==> src/rtl/dmem_arb_pkg.sv <==
// Shared types and constants for the data-memory arbiter.
//   arb_state_t    : owner of the current memory cycle (idle / CPU / DMA)
//   PORT_C, PORT_D : grant-vector indices for the CPU and DMA ports
//   WORD_LSB/MSB   : byte-address bits that select a 32-bit word
//   addr_in_range  : word index below the memory depth
package dmem_arb_pkg;

    typedef enum logic [1:0] {
        S_IDLE = 2'd0,
        S_CPU  = 2'd1,
        S_DMA  = 2'd2
    } arb_state_t;

    localparam int unsigned PORT_C   = 0;
    localparam int unsigned PORT_D   = 1;

    localparam int unsigned WORD_LSB = 2;
    localparam int unsigned WORD_MSB = 13;

    localparam int unsigned DATA_W   = 32;
    localparam int unsigned ADDR_W   = 32;

    // Word index lies inside the populated part of the memory.
    function automatic logic addr_in_range(input logic [ADDR_W-1:0] addr,
                                           input int unsigned       depth);
        return 32'(addr[WORD_MSB:WORD_LSB]) < depth;
    endfunction

endpackage

==> src/rtl/dmem_arb_port_ret.sv <==
// Per-port read-return register for the data-memory arbiter.
// Ports:
//   clk, rst  : clock, asynchronous active-high reset
//   issue     : this port owns the memory this cycle
//   we        : the issued access is a write
//   oor       : the issued address is out of range
//   rd        : memory read data during the issue cycle
//   state     : registered owner of the previous cycle
//   rdata     : returned read data (held between returns)
//   rvalid    : return/ack pulse, one cycle after issue
//   err       : out-of-range flag, pulses with rvalid
module dmem_arb_port_ret
    import dmem_arb_pkg::*;
#(
    parameter arb_state_t OWNER = S_CPU
) (
    input  logic              clk,
    input  logic              rst,
    input  logic              issue,
    input  logic              we,
    input  logic              oor,
    input  logic [DATA_W-1:0] rd,
    input  arb_state_t        state,
    output logic [DATA_W-1:0] rdata,
    output logic              rvalid,
    output logic              err
);

    // Capture read data in the issue cycle; writes leave rdata untouched,
    // out-of-range accesses return zero.
    always_ff @(posedge clk or posedge rst) begin
        if (rst) begin
            rdata <= '0;
            err   <= 1'b0;
        end else begin
            err <= issue && oor;
            if (issue) begin
                if (oor) begin
                    rdata <= '0;
                end else if (!we) begin
                    rdata <= rd;
                end
            end
        end
    end

    // The registered owner is exactly the port whose return lands this cycle.
    assign rvalid = (state == OWNER);

endmodule

==> src/rtl/dmem_arbiter.sv <==
// Single-port data-memory arbiter between the MEM stage (port C) and the
// RSA loader DMA (port D). Fixed CPU priority; a DMA request that has waited
// MAX_WAIT cycles is forced ahead of the CPU.
// Ports:
//   clk, rst                      : clock, asynchronous active-high reset
//   c_req/c_we/c_addr/c_wdata     : CPU request
//   c_gnt                         : CPU access issued this cycle (combinational)
//   c_rdata/c_rvalid/c_err        : CPU return, one cycle after grant
//   d_*                           : same set for the DMA port
//   mem_we/mem_a/mem_wd           : memory write enable, address, write data
//   mem_rd                        : memory combinational read data
// Build option: define DMEM_ARB_TRACE_EN to print every in-range write and
// every out-of-range access; the logic is identical either way.
module dmem_arbiter
    import dmem_arb_pkg::*;
#(
    parameter int unsigned DEPTH    = 102,
    parameter int unsigned MAX_WAIT = 4
) (
    input  logic              clk,
    input  logic              rst,

    input  logic              c_req,
    input  logic              c_we,
    input  logic [ADDR_W-1:0] c_addr,
    input  logic [DATA_W-1:0] c_wdata,
    output logic              c_gnt,
    output logic [DATA_W-1:0] c_rdata,
    output logic              c_rvalid,
    output logic              c_err,

    input  logic              d_req,
    input  logic              d_we,
    input  logic [ADDR_W-1:0] d_addr,
    input  logic [DATA_W-1:0] d_wdata,
    output logic              d_gnt,
    output logic [DATA_W-1:0] d_rdata,
    output logic              d_rvalid,
    output logic              d_err,

    output logic              mem_we,
    output logic [ADDR_W-1:0] mem_a,
    output logic [DATA_W-1:0] mem_wd,
    input  logic [DATA_W-1:0] mem_rd
);

    localparam int unsigned WAIT_W = $clog2(MAX_WAIT + 1);

    arb_state_t        state;
    arb_state_t        state_nxt;
    logic [WAIT_W-1:0] wait_cnt;
    logic              wait_full;
    logic              c_ok;
    logic              d_ok;
    logic [1:0]        gnt;

    assign wait_full = (wait_cnt == WAIT_W'(MAX_WAIT));
    assign c_ok      = addr_in_range(c_addr, DEPTH);
    assign d_ok      = addr_in_range(d_addr, DEPTH);

    // Owner register: remembers who used the memory in the previous cycle.
    always_ff @(posedge clk or posedge rst) begin
        if (rst) begin
            state <= S_IDLE;
        end else begin
            state <= state_nxt;
        end
    end

    // Owner of the current cycle: DMA only when the CPU is idle or DMA has starved.
    always_comb begin
        state_nxt = S_IDLE;
        if (d_req && (!c_req || wait_full)) begin
            state_nxt = S_DMA;
        end else if (c_req) begin
            state_nxt = S_CPU;
        end
    end

    // Grants and memory drive; everything is held low while in reset.
    always_comb begin
        gnt    = '0;
        mem_we = 1'b0;
        mem_a  = '0;
        mem_wd = '0;
        if (!rst) begin
            case (state_nxt)
                S_CPU: begin
                    gnt[PORT_C] = 1'b1;
                    mem_a       = c_addr;
                    mem_wd      = c_wdata;
                    mem_we      = c_we && c_ok;
                end
                S_DMA: begin
                    gnt[PORT_D] = 1'b1;
                    mem_a       = d_addr;
                    mem_wd      = d_wdata;
                    mem_we      = d_we && d_ok;
                end
                default: begin
                end
            endcase
        end
    end

    assign c_gnt = gnt[PORT_C];
    assign d_gnt = gnt[PORT_D];

    // Starvation counter: cycles the DMA has been kept waiting, saturating.
    always_ff @(posedge clk or posedge rst) begin
        if (rst) begin
            wait_cnt <= '0;
        end else if (!d_req || gnt[PORT_D]) begin
            wait_cnt <= '0;
        end else if (!wait_full) begin
            wait_cnt <= wait_cnt + WAIT_W'(1);
        end
    end

    dmem_arb_port_ret #(
        .OWNER (S_CPU)
    ) u_ret_c (
        .clk    (clk),
        .rst    (rst),
        .issue  (gnt[PORT_C]),
        .we     (c_we),
        .oor    (!c_ok),
        .rd     (mem_rd),
        .state  (state),
        .rdata  (c_rdata),
        .rvalid (c_rvalid),
        .err    (c_err)
    );

    dmem_arb_port_ret #(
        .OWNER (S_DMA)
    ) u_ret_d (
        .clk    (clk),
        .rst    (rst),
        .issue  (gnt[PORT_D]),
        .we     (d_we),
        .oor    (!d_ok),
        .rd     (mem_rd),
        .state  (state),
        .rdata  (d_rdata),
        .rvalid (d_rvalid),
        .err    (d_err)
    );

`ifdef DMEM_ARB_TRACE_EN
    // Access trace: in-range writes and out-of-range accesses of either port.
    always @(posedge clk) begin
        if (!rst) begin
            if (mem_we) begin
                $display("[dmem_arb] %s write addr=0x%08h data=0x%08h (%0d)",
                         gnt[PORT_D] ? "DMA" : "CPU", mem_a, mem_wd, mem_wd);
            end
            if (gnt[PORT_C] && !c_ok) begin
                $display("[dmem_arb] CPU err addr=0x%08h", c_addr);
            end
            if (gnt[PORT_D] && !d_ok) begin
                $display("[dmem_arb] DMA err addr=0x%08h", d_addr);
            end
        end
    end
`else
    // No trace output in this build.
`endif

endmodule

==> config.mk <==
export PLATFORM = sky130hd
export DESIGN_NAME = dmem_arbiter
export DESIGN_NICKNAME = d
export VERILOG_FILES = /design/src/rtl/dmem_arb_pkg.sv /design/src/rtl/dmem_arb_port_ret.sv /design/src/rtl/dmem_arbiter.sv
export SDC_FILE = /design/constraint.sdc
export NUM_CORES = 1
export LEC_CHECK = 0
export BUFFER_PORTS_ARGS = -buffer_cell sky130_fd_sc_hd__buf_4
export CAP_MARGIN = 20
export CORE_AREA = 2 2 115 117
export DETAILED_ROUTE_END_ITERATION = 12
export DIE_AREA = 0 0 117 119
export PLACE_DENSITY_LB_ADDON = 0.08
export SETUP_SLACK_MARGIN = 0.2
export SYNTH_ARGS = -nofsm -noshare
export SYNTH_HDL_FRONTEND = slang
export SYNTH_SLANG_ARGS = --single-unit
==> constraint.sdc <==
create_clock -name clk -period 3.5 [get_ports clk]
set_input_delay 0.525 -clock clk [delete_from_list [all_inputs] [get_ports clk]]
set_output_delay 0.525 -clock clk [all_outputs]
set_load 0.1 [all_outputs]
Yosys cells after proc, flatten, opt, wreduce, memory -nomap -nowiden
Index checks and enable logic that the tools add are counted.
Widths: inputs -> output; s select.

storage, ports and cells
  bits in registers = 71
  bits of input ports = 166
  logic and storage cells = 47

operators by class
  $add $sub $neg = 1
  $lt $le $gt $ge = 2
  eq/ne operators = 8
  mux-type cells = 17
  reduce and logical (&&, ||, !) cells = 13

operators by type and width
  cell                 count
  $mux 32              6
  $pmux 32 s2          2
  $lt 12x7->1 const B  2
  $mux 3               2
  $logic_and 1x1->1    5
  $eq 2x1->1 const B   2
  $eq 2x2->1 const B   2
  $logic_not 1->1      4
  $mux 1               4
  $mux 2               2
  $ne 2x2->1 const B   2
  $reduce_and 2->1     2
  $add 3x1->3 const B  1
  $eq 3x3->1 const B   1
  $logic_or 1x1->1     2
  $ne 2x1->1 const B   1
  $pmux 1 s2           1

Longest topological paths before layout
  word-level depth = 9
  gate-level depth with buffers = 9
  depth with buffers taken out = 7

Hierarchy
A second synthesis with hierarchy kept.

second synthesis, totals
  cell total of the unflattened synthesis = 496
  area total of the unflattened synthesis = 4,270.3 um^2

modules (own cells, without submodules)
  module             instances  cells an instance  area each (um^2)  sequential area each (um^2)
  dmem_arb_port_ret  2          111                1,310.0           825.8
  dmem_arbiter       1          274                1,650.3           125.1

Worst setup path before layout
OpenSTA, ideal clock, no wires.

  path type = input to output
  start = in rst
  end = out mem_a[0]
  arrival = 4.382 ns
  data required time = 2.975 ns
  setup slack = -1.407 ns
  stages = 4
  cell sequence = inv_1 > o21ai_1 > clkbuf_1 > a21oi_1

between the ends
  word-level cells in the longest chain between the ends = 1

ends and longest elaborated chain
  element      RTL line            RTL
  from (decl)  dmem_arbiter.sv:21  input logic rst,
  $mux 32      dmem_arbiter.sv:86  if (!rst) begin
  to (decl)    dmem_arbiter.sv:42  output logic [ADDR_W-1:0] mem_a,

Every way passes these cells.

Worst setup path after layout
  start = in c_req
  end = out mem_a[31]

between the ends
  word-level cells in the longest chain between the ends = 7

ends and longest elaborated chain
  element                                   RTL line            RTL
  from (decl)                               dmem_arbiter.sv:23  input logic c_req,
  $logic_not 1->1                           dmem_arbiter.sv:73  if (d_req && (!c_req || wait_full)) begin
  $logic_or 1x1->1                          dmem_arbiter.sv:73
  $logic_and 1x1->1                         dmem_arbiter.sv:73
  $mux 2 (*)                                dmem_arbiter.sv:73
  $eq 2x2->1 or $eq 2x1->1 (tied branches)  dmem_arbiter.sv:87  case (state_nxt)
  $pmux 32 s2 (*)                           dmem_arbiter.sv:87
  $mux 32 (*)                               dmem_arbiter.sv:86

Mark *: on every way between the ends. The rest lies on a longest branch, timed or not.

==> flow_summary.ini <==
[run_status]
status = finished clean

[layout]
drive_gt1_frac = 0.6020
num_antenna_cells = 0
fin_nets = 861
layout.cells.non_filler = 872
syn2layout_area_growth_pct = 75.95

[grt]
grt_max_degree = 73
grt_util_met1 = 0.2460
grtUsageTotal = 0.2109
grt_pass1_wl_mm = 22.73
grt_pass1_vias = 4137
gr-total-overflow = 0
grt_busiest_layer = met2
antenna_found_initial = 0
grt_util_met2 = 0.3569
use_met3 = 0.06412

[critical_path]
slowest_stage = o21ai_4
start_kind = primary input
cpLargestDelayFamily = buffers and inverters
path_max_fanout = 42
cpPeakStageDelay_ns = 0.73
worstPathCellList = buf_4, o21ai_4, buf_4, a21oi_1, buf_4
cp-end-kind = output pin
critPathArrivalTime_ns = 2.50
crit_type = in -> out
cp_common_cell = buf_4
worstPathRequired_ns = 2.97
critPathBufInv = 3

[detailed_routing]
vias = 4355
postRouteAntennaNets = 0
wl_per_cell_um = 17.99
drtIter0Drc = 202
routed_via_density = 4.994
remaining_drc_errors = 0
drtPass1Iterations = 4
routed_wl_mm = 15.69

[synthesis]
ys_types = 31
ys_warn_count = 0
synth_cells = 412
syn_area_um2 = 3766
yosysTopAreaCell = dfrtp_1
ys_ff_latch = 71
synth-edff-count = 0
ys_dominant_reg_cell = dfrtp_1
netlist.area_leader.share = 0.4718
synthesis.nets = 580
synth_common_cells = dfrtp_1, nand2_1, nand3_1
synth.yosys.seq_area_share = 0.4718
synth.most_common_cell = dfrtp_1
syn_avg_cell_area_um2 = 9.141
yosys-top-cells-area = dfrtp_1, nand3_1, a21oi_1
synthArstFlopShare = 1.000

[sta]
setup_viol = 0
period_minus_slack_ns = 3.027
hold_violations = 0
rsz0062_at_grt = false
setup_ws_ns = 0.4734
maxSlewViolCount = 0
timing.final.crit_share = 0.8647
worst_slew_pin_slew_ns = 0.9296
worst_clock_skew_ns = 0.004440
maxSlewHeadroom = 0.3779
max_freq_ghz = 0.3304

[clock_tree]
cts_tree = done
cts_made_buffers = 9
clock_latency_ns = 0.32
cts_sinks = 71
cts_resized = 0
cts_root_buf = clkbuf_16
htreeDepth = 3
cts_setup_buffers = 0
cts.clk_slew.worst_paths_ns = 0.06
cts_max_path_buffers = 2
ctsHoldBuffers = 0

[run]
cap_viol_max_count = 0

[floorplanning]
start_util = 0.2925
row_count = 42
core_area_um2 = 12870
num_io_pins = 301
dieHeight_um = 119
dieArea_um2 = 13920
die_w_um = 117

[pwr]
ir_drop_uv = 242.5
power_leakage_nw = 3.305
p_per_area_nw_per_um2 = 367.5

[hold_path]
hold_class = in -> reg

[placed_design]
hpwl_mm = 11.66
dpl.cell_count = 858
gp_congestion = 0.8222
io_buffers = 300
dpl_worst_slack_ns = 0.4215
[state kept, by name, summed over array words and instances, names as in the netlist]
register	flops
u_ret_d.err	1
u_ret_c.err	1
u_ret_c.rdata	32
state	2
wait_cnt	3
u_ret_d.rdata	32
[through the flow]
step	setup TNS [ns]	hold slack (ns)	power (mW)	cell area, µm²	util
global route	0	0.4180	2.535	6626	0.5147
CTS	0	0.4182	2.463	6619	0.5141
floorplan	-0.1841	0.5297	1.392	4025	-
detailed placement	0	0.4841	1.669	6365	0.4944
finish	0	0.4308	2.436	6626	0.5147
global placement	0	0.4858	1.660	6365	0.4944
[layout by cell type, fill, tap and decap left out, drive strengths merged]
| cell type | n |
|---|---|
| nor2b | 2 |
| buf | 309 |
| a32o | 1 |
| a211o | 1 |
| nor4b | 1 |
| clkinv | 2 |
| o21ai | 2 |
| a21oi | 65 |
| a211oi | 2 |
| o211ai | 1 |
| a22o | 64 |
| and2 | 1 |
| a21bo | 1 |
| clkbuf | 10 |
| xnor2 | 1 |
| ha | 2 |
| a21o | 1 |
| inv | 4 |
| nand2 | 70 |
| nor2 | 8 |
| dfrtp | 71 |
| o211a | 2 |
| nor3 | 5 |
| nand3 | 67 |
| clkinvlp | 3 |
[logic make-up (layout without fill, tap and decap cells)]
family	count (synthesis)	after routing	synth area share
AO/OA/AOI/OAI	140	140	0.2694
XOR/XNOR	1	1	0.002326
adder cells (fa/ha/maj)	2	2	0.006643
buffers and inverters	44	328	0.06312
flip-flops	71	71	0.4718
AND/OR/NAND/NOR	154	154	0.1867
[metal layers]
metal / share of wire / up-vias
met5: 0 / -
met4: 0.035 / 0
met3: 0.093 / 30
met2: 0.49 / 195
met1: 0.38 / 2080
li1: - / 2050
[worst paths after layout]
check	start	end	slack, ns	cells after the start
setup / recovery	c_req	mem_a[31]	0.47	5
hold / removal	mem_rd[12]	u_ret_c.rdata[12]$_DFFE_PP0P_	0.43	2
setup reg to reg	wait_cnt[0]$_DFFE_PP0P_	u_ret_d.rdata[29]$_DFFE_PP0P_	0.97	8
hold reg to reg	u_ret_c.rdata[12]$_DFFE_PP0P_	u_ret_c.rdata[12]$_DFFE_PP0P_	0.50	1
max in group asynchronous	rst	wait_cnt[1]$_DFFE_PP0P_	2.58	3
min in group asynchronous	rst	u_ret_c.err$_DFF_PP0_	0.47	3
[worst reg2reg max path, delay by kind of cell (launching register included)]
| family | cells | cell delay, ns |
|---|---|---|
| AOI/OAI and AO/OA | 3 | 0.89 |
| buffers and inverters | 3 | 0.85 |
| DFF | 1 | 0.39 |
| adders and majority gates | 1 | 0.25 |
| and+or+nand+nor | 1 | 0.09 |
[where the power goes]
group,switching (mW),total (mW),internal (mW),leakage [nW]
logic,0.570,0.811,0.241,2.20
clock network,0.315,0.783,0.468,0.120
registers,0.00829,0.842,0.834,0.984
[area by class of cell]
cell class                      count  area (µm²)
Timing Repair Buffer              309        2340
Inverter                            5       22.52
Clock buffer                       10       229.0
Sequential cell                    71        1777
Fill cell                        1247        6248
Multi-Input combinational cell    297        2013
Clock inverter                      4       25.02
Tap cell                          176       220.2
No activity file was read; power rests on OpenSTA's default activity.
